**config.mk**
```make
export PLATFORM = sky130hd
export DESIGN_NAME = pipelined_ripple_adder_flat
export DESIGN_NICKNAME = d
export VERILOG_FILES = /design/src/rtl/pipelined_ripple_adder_if.sv /design/src/rtl/pipelined_ripple_adder.sv /design/src/flat_wrapper.sv
export SDC_FILE = /design/constraint.sdc
export NUM_CORES = 1
export LEC_CHECK = 0
export CELL_PAD_IN_SITES_DETAIL_PLACEMENT = 0
export CELL_PAD_IN_SITES_GLOBAL_PLACEMENT = 1
export CORE_MARGIN = 5
export CORE_UTILIZATION = 49
export DETAILED_ROUTE_END_ITERATION = 8
export PLACE_DENSITY = 0.91
export SETUP_SLACK_MARGIN = 0.02
export SYNTH_ARGS = -nofsm -noshare
export SYNTH_HDL_FRONTEND = slang
export SYNTH_SLANG_ARGS = --single-unit
```
**constraint.sdc**
```tcl
create_clock -name clk -period 3.4 [get_ports clk]
set_input_delay 0.51 -clock clk [delete_from_list [all_inputs] [get_ports clk]]
set_output_delay 0.51 -clock clk [all_outputs]
set_load 0.02 [all_outputs]
```
**src/rtl/pipelined_ripple_adder_if.sv**
```systemverilog
// Operand/result bundle for pipelined_ripple_adder.
// The master side issues operations; the slave side (the adder) returns results.
interface pipelined_ripple_adder_if #(
    parameter int unsigned WIDTH = 8
);
    logic             in_valid;
    logic             sub;
    logic [WIDTH-1:0] a;
    logic [WIDTH-1:0] b;
    logic             cin;
    logic             out_valid;
    logic [WIDTH-1:0] sum;
    logic             cout;
    logic             ovf;

    modport master (
        output in_valid, sub, a, b, cin,
        input  out_valid, sum, cout, ovf
    );

    modport slave (
        input  in_valid, sub, a, b, cin,
        output out_valid, sum, cout, ovf
    );
endinterface

```
**src/rtl/pipelined_ripple_adder.sv**
```systemverilog
// Path-balanced ripple-carry adder/subtractor: one STAGE_BITS-wide carry slice per
// pipeline stage, with skew registers for unconsumed operand bits and deskew for sums.
module pipelined_ripple_adder #(
    parameter int unsigned WIDTH      = 8,
    parameter int unsigned STAGE_BITS = 2
) (
    input  logic                     clk,
    input  logic                     rst,
    pipelined_ripple_adder_if.slave  bus
);
    localparam int unsigned S = (WIDTH + STAGE_BITS - 1) / STAGE_BITS;

    // r_a/r_b/r_c[k]: operands and carry entering slice k; r_sum[k]: sum after slice k.
    logic [S:0]       r_v;
    logic [WIDTH-1:0] r_a   [S];
    logic [WIDTH-1:0] r_b   [S];
    logic [S-1:0]     r_c;
    logic [WIDTH-1:0] r_sum [S];
    logic             r_cout;
    logic             r_ovf;

    logic [WIDTH-1:0] w_sum_nxt [S];
    logic [S-1:0]     w_c_nxt;
    logic             w_cmsb;
    logic             w_c;
    logic [WIDTH-1:0] w_s;

    always_comb begin
        w_sum_nxt = '{default: '0};
        w_c_nxt   = '0;
        w_cmsb    = 1'b0;
        w_c       = 1'b0;
        w_s       = '0;
        for (int unsigned k = 0; k < S; k++) begin
            w_c = r_c[k];
            w_s = (k == 0) ? '0 : r_sum[(k == 0) ? 0 : k - 1];
            for (int unsigned n = k * STAGE_BITS; n < WIDTH && n < (k + 1) * STAGE_BITS; n++) begin
                if (n == WIDTH - 1) begin
                    w_cmsb = w_c;
                end
                w_s[n] = r_a[k][n] ^ r_b[k][n] ^ w_c;
                w_c    = (r_a[k][n] & r_b[k][n]) | (w_c & (r_a[k][n] ^ r_b[k][n]));
            end
            w_sum_nxt[k] = w_s;
            w_c_nxt[k]   = w_c;
        end
    end

    always_ff @(posedge clk or posedge rst) begin
        if (rst) begin
            r_v    <= '0;
            r_c    <= '0;
            r_cout <= 1'b0;
            r_ovf  <= 1'b0;
            for (int unsigned k = 0; k < S; k++) begin
                r_a[k]   <= '0;
                r_b[k]   <= '0;
                r_sum[k] <= '0;
            end
        end else begin
            r_v <= {r_v[S-1:0], bus.in_valid};
            if (bus.in_valid) begin
                r_a[0] <= bus.a;
                r_b[0] <= bus.b ^ {WIDTH{bus.sub}};
                r_c[0] <= bus.sub | bus.cin;
            end
            for (int unsigned k = 1; k < S; k++) begin
                if (r_v[k-1]) begin
                    r_a[k] <= r_a[k-1];
                    r_b[k] <= r_b[k-1];
                    r_c[k] <= w_c_nxt[k-1];
                end
            end
            for (int unsigned k = 0; k < S; k++) begin
                if (r_v[k]) begin
                    r_sum[k] <= w_sum_nxt[k];
                end
            end
            if (r_v[S-1]) begin
                r_cout <= w_c_nxt[S-1];
                r_ovf  <= w_cmsb ^ w_c_nxt[S-1];
            end
        end
    end

    assign bus.out_valid = r_v[S];
    assign bus.sum       = r_sum[S-1];
    assign bus.cout      = r_cout;
    assign bus.ovf       = r_ovf;
endmodule

```
**src/flat_wrapper.sv**
```systemverilog
// flat-port wrapper written by rule: the top's interface ports become plain ports
module pipelined_ripple_adder_flat 
#(
    parameter int unsigned WIDTH      = 8,
    parameter int unsigned STAGE_BITS = 2
)
  (clk, rst, bus_in_valid, bus_sub, bus_a, bus_b, bus_cin, bus_out_valid, bus_sum, bus_cout, bus_ovf);
  pipelined_ripple_adder_if #(.WIDTH(WIDTH)) bus_i ();
  input  logic clk;
  input  logic rst;
  input wire logic [$bits(bus_i.in_valid)-1:0] bus_in_valid;
  input wire logic [$bits(bus_i.sub)-1:0] bus_sub;
  input wire logic [$bits(bus_i.a)-1:0] bus_a;
  input wire logic [$bits(bus_i.b)-1:0] bus_b;
  input wire logic [$bits(bus_i.cin)-1:0] bus_cin;
  output wire logic [$bits(bus_i.out_valid)-1:0] bus_out_valid;
  output wire logic [$bits(bus_i.sum)-1:0] bus_sum;
  output wire logic [$bits(bus_i.cout)-1:0] bus_cout;
  output wire logic [$bits(bus_i.ovf)-1:0] bus_ovf;
  assign bus_i.in_valid = bus_in_valid;
  assign bus_i.sub = bus_sub;
  assign bus_i.a = bus_a;
  assign bus_i.b = bus_b;
  assign bus_i.cin = bus_cin;
  assign bus_out_valid = bus_i.out_valid;
  assign bus_sum = bus_i.sum;
  assign bus_cout = bus_i.cout;
  assign bus_ovf = bus_i.ovf;
  pipelined_ripple_adder #(.WIDTH(WIDTH), .STAGE_BITS(STAGE_BITS)) u_core (.clk(clk), .rst(rst), .bus(bus_i));
endmodule
```
; ---- Yosys cells after proc, flatten, opt, wreduce, memory -nomap -nowiden
; Cells that the tools add are included.
[word_totals]
register_bits = 95
output_inout_bits = 11
word_cells = 62
in_bits = 21
[classes]
n_bitwise = 43
[ops]
columns = op, count
row1 = $xor A1 B1 Y1, 17
row2 = $and A1 B1 Y1, 16
row3 = $or A1 B1 Y1, 9
row4 = $xor A8 B8 Y8, 1

; ---- Depth between registers and ports, before layout
; Gate-level depths: netlist of run 1.
[depth]
ltp_word = 6
mapped_depth = 5
mapped_depth_nobuf = 5

; ---- Worst setup path before layout of run 1
; OpenSTA, ideal clock, no wires.
[synth_timing]
kind = register to register
from = reg u_core.r_c[3]
to = reg u_core.r_ovf (netlist: u_core.bus.ovf)
n_path_buf = 0
arrival_time_ps = 1459
path_slack_ps = 1818
stages_incl_launch_ff = 6
setup_time_ps = 123
period_less_slack_ps = 1582
required_ps = 3277
path_cell_list = dfrtp_1 > inv_1 > fa_1 > fa_1 > xnor2_1 > a21oi_1
[synth_via]
elab_chain_cells = 5
[synth_lines]
columns = element, line
row1 = from (decl), pipelined_ripple_adder.sv:17  ; logic [S-1:0] r_c;
row2 = "from (signal, indexed assignment)", pipelined_ripple_adder.sv:71  ; r_c[k] <= w_c_nxt[k-1];
row3 = $and A1 B1 Y1 *, pipelined_ripple_adder.sv:42  ; w_c = (r_a[k][n] & r_b[k][n]) | (w_c & (r_a[k][n] ^ r_b[k][n]));
row4 = $or A1 B1 Y1 *, pipelined_ripple_adder.sv:42
row5 = $and A1 B1 Y1, pipelined_ripple_adder.sv:42
row6 = $or A1 B1 Y1, pipelined_ripple_adder.sv:42
row7 = $xor A1 B1 Y1 *, pipelined_ripple_adder.sv:81  ; r_ovf <= w_cmsb ^ w_c_nxt[S-1];
row8 = to (signal assigned), pipelined_ripple_adder.sv:81
row9 = to (decl), pipelined_ripple_adder.sv:20  ; logic r_ovf;
; Mark *: on every way between the ends. The rest lies on a longest branch, timed or not.
; A chain may end at the register's enable or synchronous reset.

; ---- Worst setup path in the final report of run 1
[layout_timing]
from = reg u_core.r_cout (netlist: u_core.bus.cout)
to = out bus_cout
[layout_lines]
columns = element, line
row1 = from (decl), pipelined_ripple_adder.sv:19  ; logic r_cout;
row2 = from (signal assigned), pipelined_ripple_adder.sv:80  ; r_cout <= w_c_nxt[S-1];
row3 = to (decl), flat_wrapper.sv:18  ; output wire logic [$bits(bus_i.cout)-1:0] bus_cout;
; No word-level cell between the ends.

==> reports/qor.txt, run 1 <==
outcome = completed
Logic pwr share = 21.2%
syn avg cell area = 12.7 um^2
worst min-delay path class = in2async
synthesized flop and latch total = 71
post-route ant nets = 0
EDFF count, synth = 0
CTS tree = yes
Sw Ratio = 27.2%
Slowest Stage Delay on Critical Path = 0.60 ns
H-tree levels = 3
Detail Placement HPWL = 3070 um
Initial DRT Pass Iterations = 4
Flop pwr share = 49.0%
cts bufs inserted = 9
Placer Congestion = 0.687
share of cells above drive strength 1 = 19.2%
clk root buf = clkbuf_8
cts-stage hold buffer count = 0
Primary FF master, synth = dfrtp_1
initial DRC count = 83
remaining routing DRC violations = 0
setup tns final = 0 ns
Internal Power = 1.66 mW
critical path launch point type = register
final setup vio count = 0
Mapped Area = 0.00293 mm^2
commonest non-fill, non-tap cell in the layout = dfrtp_1
Reg clk slew, reported paths = 0.07 ns
Unique masters post-synth = 13
Leak Pwr = 1.51 nW
placed inst area = 0.00321 mm^2
initial antenna violation count = 0
max-slew violations = 0
pin count of the biggest net entering global routing = 35
clk_lat worst skew = 0.34 ns
Mapped Nets = 259
Non-Filler Instances = 336
CP Max Fanout = 2
Clock Power Share = 29.9%
final worst slack = 1.59 ns
Final min period = 1.81 ns
cell area after layout = 0.00341 mm^2
Port Buffers = 31
cell-by-cell trace of the critical path = clkdlybuf4s50_1
die height = 87.3 um
sequential fraction of the synthesis area = 60.7%
Syn Inst Count = 230
maxcap violations = 0
DR WL/cell = 12.7 um
Post-Place Worst Slack = 1.40 ns
Final Cycle Share = 53.2%
Starting Density = 50.0%
Hold Violations, Final = 0
most frequent cells in the layout = dfrtp_1 (71), clkdlybuf4s50_1 (31), mux2_2 (22), nor2_1 (21), a21oi_1 (21)
critical path arrival = 1.30 ns
DR vias = 1635
placed cell count = 320
worst-margin pin slew = 0.784 ns
Rows = 28
post-cts resize count = 0
slowest CP cell = clkdlybuf4s50_1
CP required = 2.89 ns
area growth from synthesis to layout = 16.6%
Clock Tree Buf Depth = 2
ratio of total power to cell area = 669 mW/mm^2
die width = 87.3 um
Clock Skew = 0.00698 ns
WL final = 4260 um
critical path's top delay family = buffers and inverters
WS Path Type = reg2out
Peak Freq = 0.553 GHz
unrepaired setup endpoints after global routing = false
grt ovf = 0
I/O pin total = 32
worst IR drop on VDD = 393 uV
setup bufs post-CTS = 0
die area = 0.00762 mm^2
global-route wire length before repair = 7650 um
fillcell total = 466
nets = 285
Slew headroom = 47.7%
n_diodes = 0
DR vias/cell = 4.87
Sw Pwr = 620 uW
Worst Path Buf+Inv = 1
vias in the first global route = 1704
Async SR Flop Fraction = 100%
Yosys warnings = 0
endpoint class of the critical path = primary output
Total Routing Usage GR = 13.1%
Hold WS = 0.436 ns
area of the core = 0.00585 mm^2
Clock Sinks = 71
## flip-flops by register name, summed over array words and instances (netlist names)
register / count
u_core.bus.cout: 1
u_core.bus.sum: 8
u_core.r_v: 5
u_core.r_a: 20
u_core.r_c: 4
u_core.bus.ovf: 1
u_core.r_sum: 12
u_core.r_b: 20
## routing by layer
metal | vias to the layer above | track usage [%] | routed length (um)
met4 | 0 | 8.37 | 123
met3 | 15 | 3.12 | 241
met1 | 796 | 16.5 | 1900
li1 | 790 | - | -
met5 | - | 0 | 0
met2 | 34 | 20.1 | 2000
## worst paths after layout
| check | start | to | cells past startpoint | slack [ns] |
|---|---|---|---|---|
| setup / recovery | u_core.bus.cout | bus_cout | 1 | 1.59 |
| hold / removal | rst | u_core.r_v[4] | 2 | 0.44 |
| setup reg to reg | u_core.r_c[3] | u_core.bus.ovf | 5 | 1.71 |
| hold reg to reg | u_core.r_b[14] | u_core.r_b[6] | 2 | 0.49 |
| max in group asynchronous | rst | u_core.r_v[2] | 3 | 2.24 |
| min in group clk | u_core.r_b[14] | u_core.r_b[6] | 2 | 0.49 |
## power by group through the flow
stage          Sequential (mW)  Combinational [mW]  Clock [mW]
5_1_grt                   1.14               0.539       0.735
2_1_floorplan             1.11               0.382           0
4_1_cts                   1.12               0.493       0.697
3_5_place_dp              1.14               0.489           0
3_3_place_gp              1.13               0.472           0
6_report                  1.12               0.483       0.682
## stage by stage
step                utilization (%)  power, mW
floorplan                         -       1.49
global placement               54.8       1.60
detailed placement             54.8       1.63
CTS                            58.3       2.31
global route                   58.3       2.42
finish                         58.3       2.28
## synth_stat cells, types with 8 or more instances
cell,instances,share of area [%]
dfrtp_1,71,61
nor2_1,21,2.7
mux2_4,8,4.1
mux2_2,22,8.5
a21oi_1,21,3.6
nand2_1,14,1.8
fa_1,8,5.5
o21ai_0,16,2.7
inv_1,21,2.7
buf_4,11,2.8
xnor2_1,9,2.7
## area by class of cell
| cell class | count | area, um^2 | share of cell area [%] |
|---|---|---|---|
| sequential | 71 | 1780 | 52.1 |
| clock buffer | 11 | 151 | 4.44 |
| inverter | 21 | 78.8 | 2.31 |
| clock inverter | 5 | 56.3 | 1.65 |
| multi-input combinational | 119 | 923 | 27.1 |
| tap | 75 | 93.8 | 2.75 |
| timing repair buffer | 34 | 333 | 9.75 |
## cells by family (layout without fill, tap and decap cells)
kind of cell,count (synthesis),after routing,share of synthesized area (%)
flip-flops,71,71,60.7
buffers and inverters,40,71,7.74
adder cells (fa/ha/maj),8,8,5.47
XOR/XNOR,9,9,2.69
AND/OR/NAND/NOR,35,35,4.49
multiplexers,30,30,12.6
AO/OA/AOI/OAI,37,37,6.33
Note: power is estimated with default switching activity, not from simulation.
==> run 2, diff against run 1 <==
--- a/config.mk
+++ b/config.mk
@@ -8,9 +8,9 @@
 export CELL_PAD_IN_SITES_DETAIL_PLACEMENT = 0
 export CELL_PAD_IN_SITES_GLOBAL_PLACEMENT = 1
 export CORE_MARGIN = 5
-export CORE_UTILIZATION = 49
+export CORE_UTILIZATION = 41
 export DETAILED_ROUTE_END_ITERATION = 8
-export PLACE_DENSITY = 0.91
+export PLACE_DENSITY = 0.82
 export SETUP_SLACK_MARGIN = 0.02
 export SYNTH_ARGS = -nofsm -noshare
 export SYNTH_HDL_FRONTEND = slang
==> constraint.sdc (replaced) <==
create_clock -name clk -period 1.56 [get_ports clk]
set_input_delay 0.234 -clock clk [delete_from_list [all_inputs] [get_ports clk]]
set_output_delay 0.234 -clock clk [all_outputs]
set_load 0.02 [all_outputs]
==> run 2 against run 1 <==
  * Via count is 3.1% lower
  * Sequential power is 120% higher
  * Clock power is 130% higher
  * Global-route usage is 1.9 points lower
  * Routed wire length is 1.8% lower
  * Sequential share of layout area is 2.2 points lower
  * Combinational power is 120% higher
  * Count of clock-buffer cells in the layout is 2 higher
==> reports/qor.txt, run 2 (synthesized netlist as in run 1, its figures left out) <==
outcome = completed
critical path arrival = 1.73 ns
Reg clk slew, reported paths = 0.07 ns
Non-Filler Instances = 365
Final Cycle Share = 98.1%
nets = 293
Slew headroom = 66.2%
worst IR drop on VDD = 617 uV
post-route ant nets = 0
fillcell total = 610
DR vias/cell = 4.34
endpoint class of the critical path = register
n_diodes = 0
Levels on crit path = 4
Worst Path Buf+Inv = 1
cts-stage hold buffer count = 0
CP Max Fanout = 2
area of the core = 0.00687 mm^2
Detail Placement HPWL = 2880 um
Leak Pwr = 1.58 nW
global-route wire length before repair = 7600 um
initial antenna violation count = 0
max-slew violations = 0
vias in the first global route = 1652
Port Buffers = 31
critical path launch point type = register
CP required = 1.76 ns
die height = 94.5 um
cell-by-cell trace of the critical path = inv_2 > fa_2 > fa_2 > a21oi_1
grt ovf = 0
r2r worst-path depth = 4
Hold Violations, Final = 0
CTS tree = yes
area growth from synthesis to layout = 21.7%
Placer Congestion = 0.709
Multi-input gate area = 947 um^2
WL final = 4190 um
DR WL/cell = 11.5 um
Starting Density = 42.6%
ratio of total power to cell area = 1430 mW/mm^2
final worst slack = 0.0294 ns
Initial DRT Pass Iterations = 4
top flop regs = u_core.r_a: 20 flops, u_core.r_b: 20 flops, u_core.r_sum: 12 flops
met2 wire len = 1880 um
pin count of the biggest net entering global routing = 72
Slowest Stage Delay on Critical Path = 0.54 ns
Final min period = 1.53 ns
Clock Tree Buf Depth = 2
Post-Place Worst Slack = -0.0548 ns
Clock Skew = 0.00516 ns
WS Path Type = reg2reg
worst-margin pin slew = 0.506 ns
DR vias = 1584
remaining routing DRC violations = 0
H-tree levels = 3
worst min-delay path class = in2async
critical path's top delay family = adder cells
uppermost layer routed = met4
die area = 0.00893 mm^2
commonest non-fill, non-tap cell in the layout = dfrtp_1
maxcap violations = 0
Rows = 30
slowest CP cell = fa_2
I/O pin total = 32
clk_lat worst skew = 0.33 ns
clk root buf = clkbuf_8
share of cells above drive strength 1 = 24.5%
die width = 94.5 um
Sequential Area = 0.00178 mm^2
cts bufs inserted = 9
crit-path most repeated cell = fa_2
initial DRC count = 63
Total Routing Usage GR = 11.2%
Clock Sinks = 71
most frequent cells in the layout = dfrtp_1 (71), mux2_2 (22), nor2_1 (21), a21oi_1 (20), clkdlybuf4s50_1 (20)
placed cell count = 346
final setup vio count = 0
M1 wire length = 1990 um
Routed met3 length = 228 um
unrepaired setup endpoints after global routing = true
Peak Freq = 0.653 GHz
[run 2: cell types whose count changed in the layout (fill, tap and decap cells not counted), moves of 3 or more]
cell | before | now
fa_2 | 0 | 5
buf_4 | 3 | 9
fa_1 | 8 | 3
clkdlybuf4s50_1 | 31 | 20
dlygate4sd2_1 | 0 | 9
inv_1 | 20 | 17
[run 2: report_power, final]
group          total (mW)  internal, mW  switching (mW)
Sequential           2.43          2.23           0.199
Clock                1.60         0.987           0.613
Combinational        1.07         0.566           0.508
[run 2: path summary, 6_finish.rpt]
check,from,to,slack (ns)
min in group clk,bus_a[1],u_core.r_a[25],0.45
min,rst,u_core.r_v[4],0.34
max in group asynchronous,rst,u_core.r_a[22],0.94
min reg2reg,u_core.r_b[14],u_core.r_b[6],0.48
max reg2reg,u_core.r_b[6],u_core.bus.sum[7],0.03
max,u_core.r_b[6],u_core.bus.sum[7],0.03
[run 2: stage by stage]
stage	TNS (ns)	utilization, %	hold WS, ns	power [mW]	instance area (um^2)
2_1_floorplan	0	-	0.265	3.25	2930
3_3_place_gp	-0.0117	48.1	0.463	3.53	3300
3_5_place_dp	-0.119	48.1	0.464	3.58	3300
4_1_cts	0	51.3	0.343	5.14	3520
5_1_grt	-0.0637	51.9	0.377	5.41	3560
6_report	0	51.9	0.344	5.10	3560
[run 2: worst min-delay path, stage by stage]
cell	delay (ns)
clkdlybuf4s50_1	0.44
clkinvlp_4	0.10
buf_12	0.31
[run 2: per-layer routing]
metal | vias to the layer above | GRT usage, %
met1 | 741 | 14.1
li1 | 799 | -
met5 | - | 0
met3 | 10 | 4.30
met4 | 0 | 6.13
met2 | 34 | 16.8
[run 2: layout make-up]
type | count | area share [%]
clock inverters | 3 | 1.83
repair buffers | 42 | 11.6
inverters | 21 | 2.32
clock buffers | 13 | 4.46
well taps | 96 | 3.37
multi-input cells | 119 | 26.6
flip-flops and latches | 71 | 49.9
[run 2: what timing repair did]
| item | CTS | global route |
|---|---|---|
| resized for setup | 13 | 7 |
| buffers inserted | 0 | 3 |
| pin swaps | 1 | 6 |
| setup endpoints to repair | 14 | 9 |
| gates cloned | 0 | 0 |
==> edit: new RTL, config.mk and constraints of run 2 <==
`STAGE_BITS` is set to 2 in 2 places; all go to 4.
--- a/src/rtl/pipelined_ripple_adder.sv
+++ b/src/rtl/pipelined_ripple_adder.sv
@@ -2,7 +2,7 @@
 // pipeline stage, with skew registers for unconsumed operand bits and deskew for sums.
 module pipelined_ripple_adder #(
     parameter int unsigned WIDTH      = 8,
-    parameter int unsigned STAGE_BITS = 2
+    parameter int unsigned STAGE_BITS = 4
 ) (
     input  logic                     clk,
     input  logic                     rst,
--- a/src/flat_wrapper.sv
+++ b/src/flat_wrapper.sv
@@ -2,7 +2,7 @@
 module pipelined_ripple_adder_flat 
 #(
     parameter int unsigned WIDTH      = 8,
-    parameter int unsigned STAGE_BITS = 2
+    parameter int unsigned STAGE_BITS = 4
 )
   (clk, rst, bus_in_valid, bus_sub, bus_a, bus_b, bus_cin, bus_out_valid, bus_sum, bus_cout, bus_ovf);
   pipelined_ripple_adder_if #(.WIDTH(WIDTH)) bus_i ();
Behaviour: not the same (a bounded check fails within 4 cycles, from zero or initial values and one cycle with rst high).
==> edit against run 2 <==
The flow now finishes with violations (negative setup slack); maximum frequency decreased by 28%; worst setup slack lost 580 ps; design area shrank 32%; sequential cell count shrank 28; routed wire length decreased by 28%; power down 35%; area after synthesis decreased by 34%; critical endpoint is now u_core.bus.ovf.
==> edit: results (changes against run 2) <==
metric	value	unit	change
worst_slew_margin_rel	64.96	%	-1.3 points
yosysMostFrequentCell	dfrtp_1		
ir_drop	0.4473	mV	-27%
gp_routability_congestion	0.7423		+4.7%
p_sw	0.0009152	W	-31%
grtUsageTotal	11.03	%	-0.20 points
cp_slowest_stage_delay	380	ps	-160 ps
drive_gt1_share	29.19	%	+4.7 points
rr_worst_depth	9		+5
crit_arrival	2290	ps	+560 ps
num-fill-cells	417		-32%
first_iter_violations	44		-30%
cts_made_buffers	5		-4
dp_hpwl	2.235	mm	-22%
finalClockSkew	4.047	ps	-1.117 ps
netlist_top_cells_count	dfrtp_1 (43), inv_1 (17), mux2_2 (13), nor2_1 (13), a21oi_1 (12)		
synth_fp_nets	180		-31%
place_area	0.002313	sq mm	-30%
power.clock.fraction	24.7	%	-6.7 points
p_seq_share	45.3	%	-2.3 points
failed_checks	negative setup slack		
wire_per_inst	12.54	um	+9.3%
ys_top_cells_by_area	dfrtp_1 (55%), fa_1 (8.2%), mux2_2 (7.5%)		
cts.repair.resized	4		-9
h-tree-depth	2		-1
crit_start	u_core.r_c[1]		
grt_pass1_wl	5.237	mm	-31%
p_leak	1.110	nW	-30%
setup_violations	8		+8
stdcell_area	0.002439	sq mm	-32%
fin_ws	-553.9	ps	-583.3 ps
status	finished, violations left		
clock_latency	290	ps	-40 ps
[edit: per-stage QoR]
stage	setup TNS, ps	power, W	setup WS [ps]	cells
2_1_floorplan	-2157	0.002220	-475.2	151
3_3_place_gp	-2440	0.002492	-487.8	232
3_5_place_dp	-2637	0.002523	-532.2	232
4_1_cts	-2776	0.003365	-559.1	239
5_1_grt	-3283	0.003526	-645.2	239
6_report	-2709	0.003303	-553.9	239
[edit: area by class of cell]
type                            count  share of cell area, %
Multi-Input combinational cell     76                  28.63
Clock inverter                      1                  1.231
Sequential cell                    43                  44.13
Timing Repair Buffer               42                  17.65
Inverter                           17                  2.617
Clock buffer                        6                  2.976
Tap cell                           54                  2.771
[edit: layer usage]
metal,GRT usage (%),routed length (um),share of wire (%),vias up
li1,-,-,-,538
met1,13.59,1358,45,507
met2,16.38,1361,45,32
met3,5.215,216,7.2,4
met4,5.155,59,2.0,0
met5,0,0,0,-
[edit: worst max-delay path: cells and delay by family, from the launching register on]
kind,cells,cell delay [ps]
XOR/XNOR,1,130
flip-flops,1,340
multiplexers,1,260
adder cells (fa/ha/maj),4,1120
buffers and inverters,3,150
[edit: worst min-delay path by stage]
stage	from	end	slack (ps)	cells after the start
floorplan	bus_in_valid	u_core.r_v[0]	270	0
global placement	u_core.r_a[15]	u_core.r_a[7]	470	2
detailed placement	u_core.r_a[12]	u_core.r_a[4]	470	2
CTS	rst	u_core.r_a[14]	330	3
global route	rst	u_core.bus.sum[3]	350	3
finish	rst	u_core.bus.sum[3]	320	3
[edit: cell families after synthesis]
| kind of cell | share of synthesized area, % |
|---|---|
| DFF | 55.31 |
| buffers and inverters | 10.42 |
| muxes | 13.70 |
| and+or+nand+nor | 3.666 |
| AOI/OAI and AO/OA | 4.630 |
| xor gates and xnor gates | 4.052 |
| adders and majority gates | 8.231 |
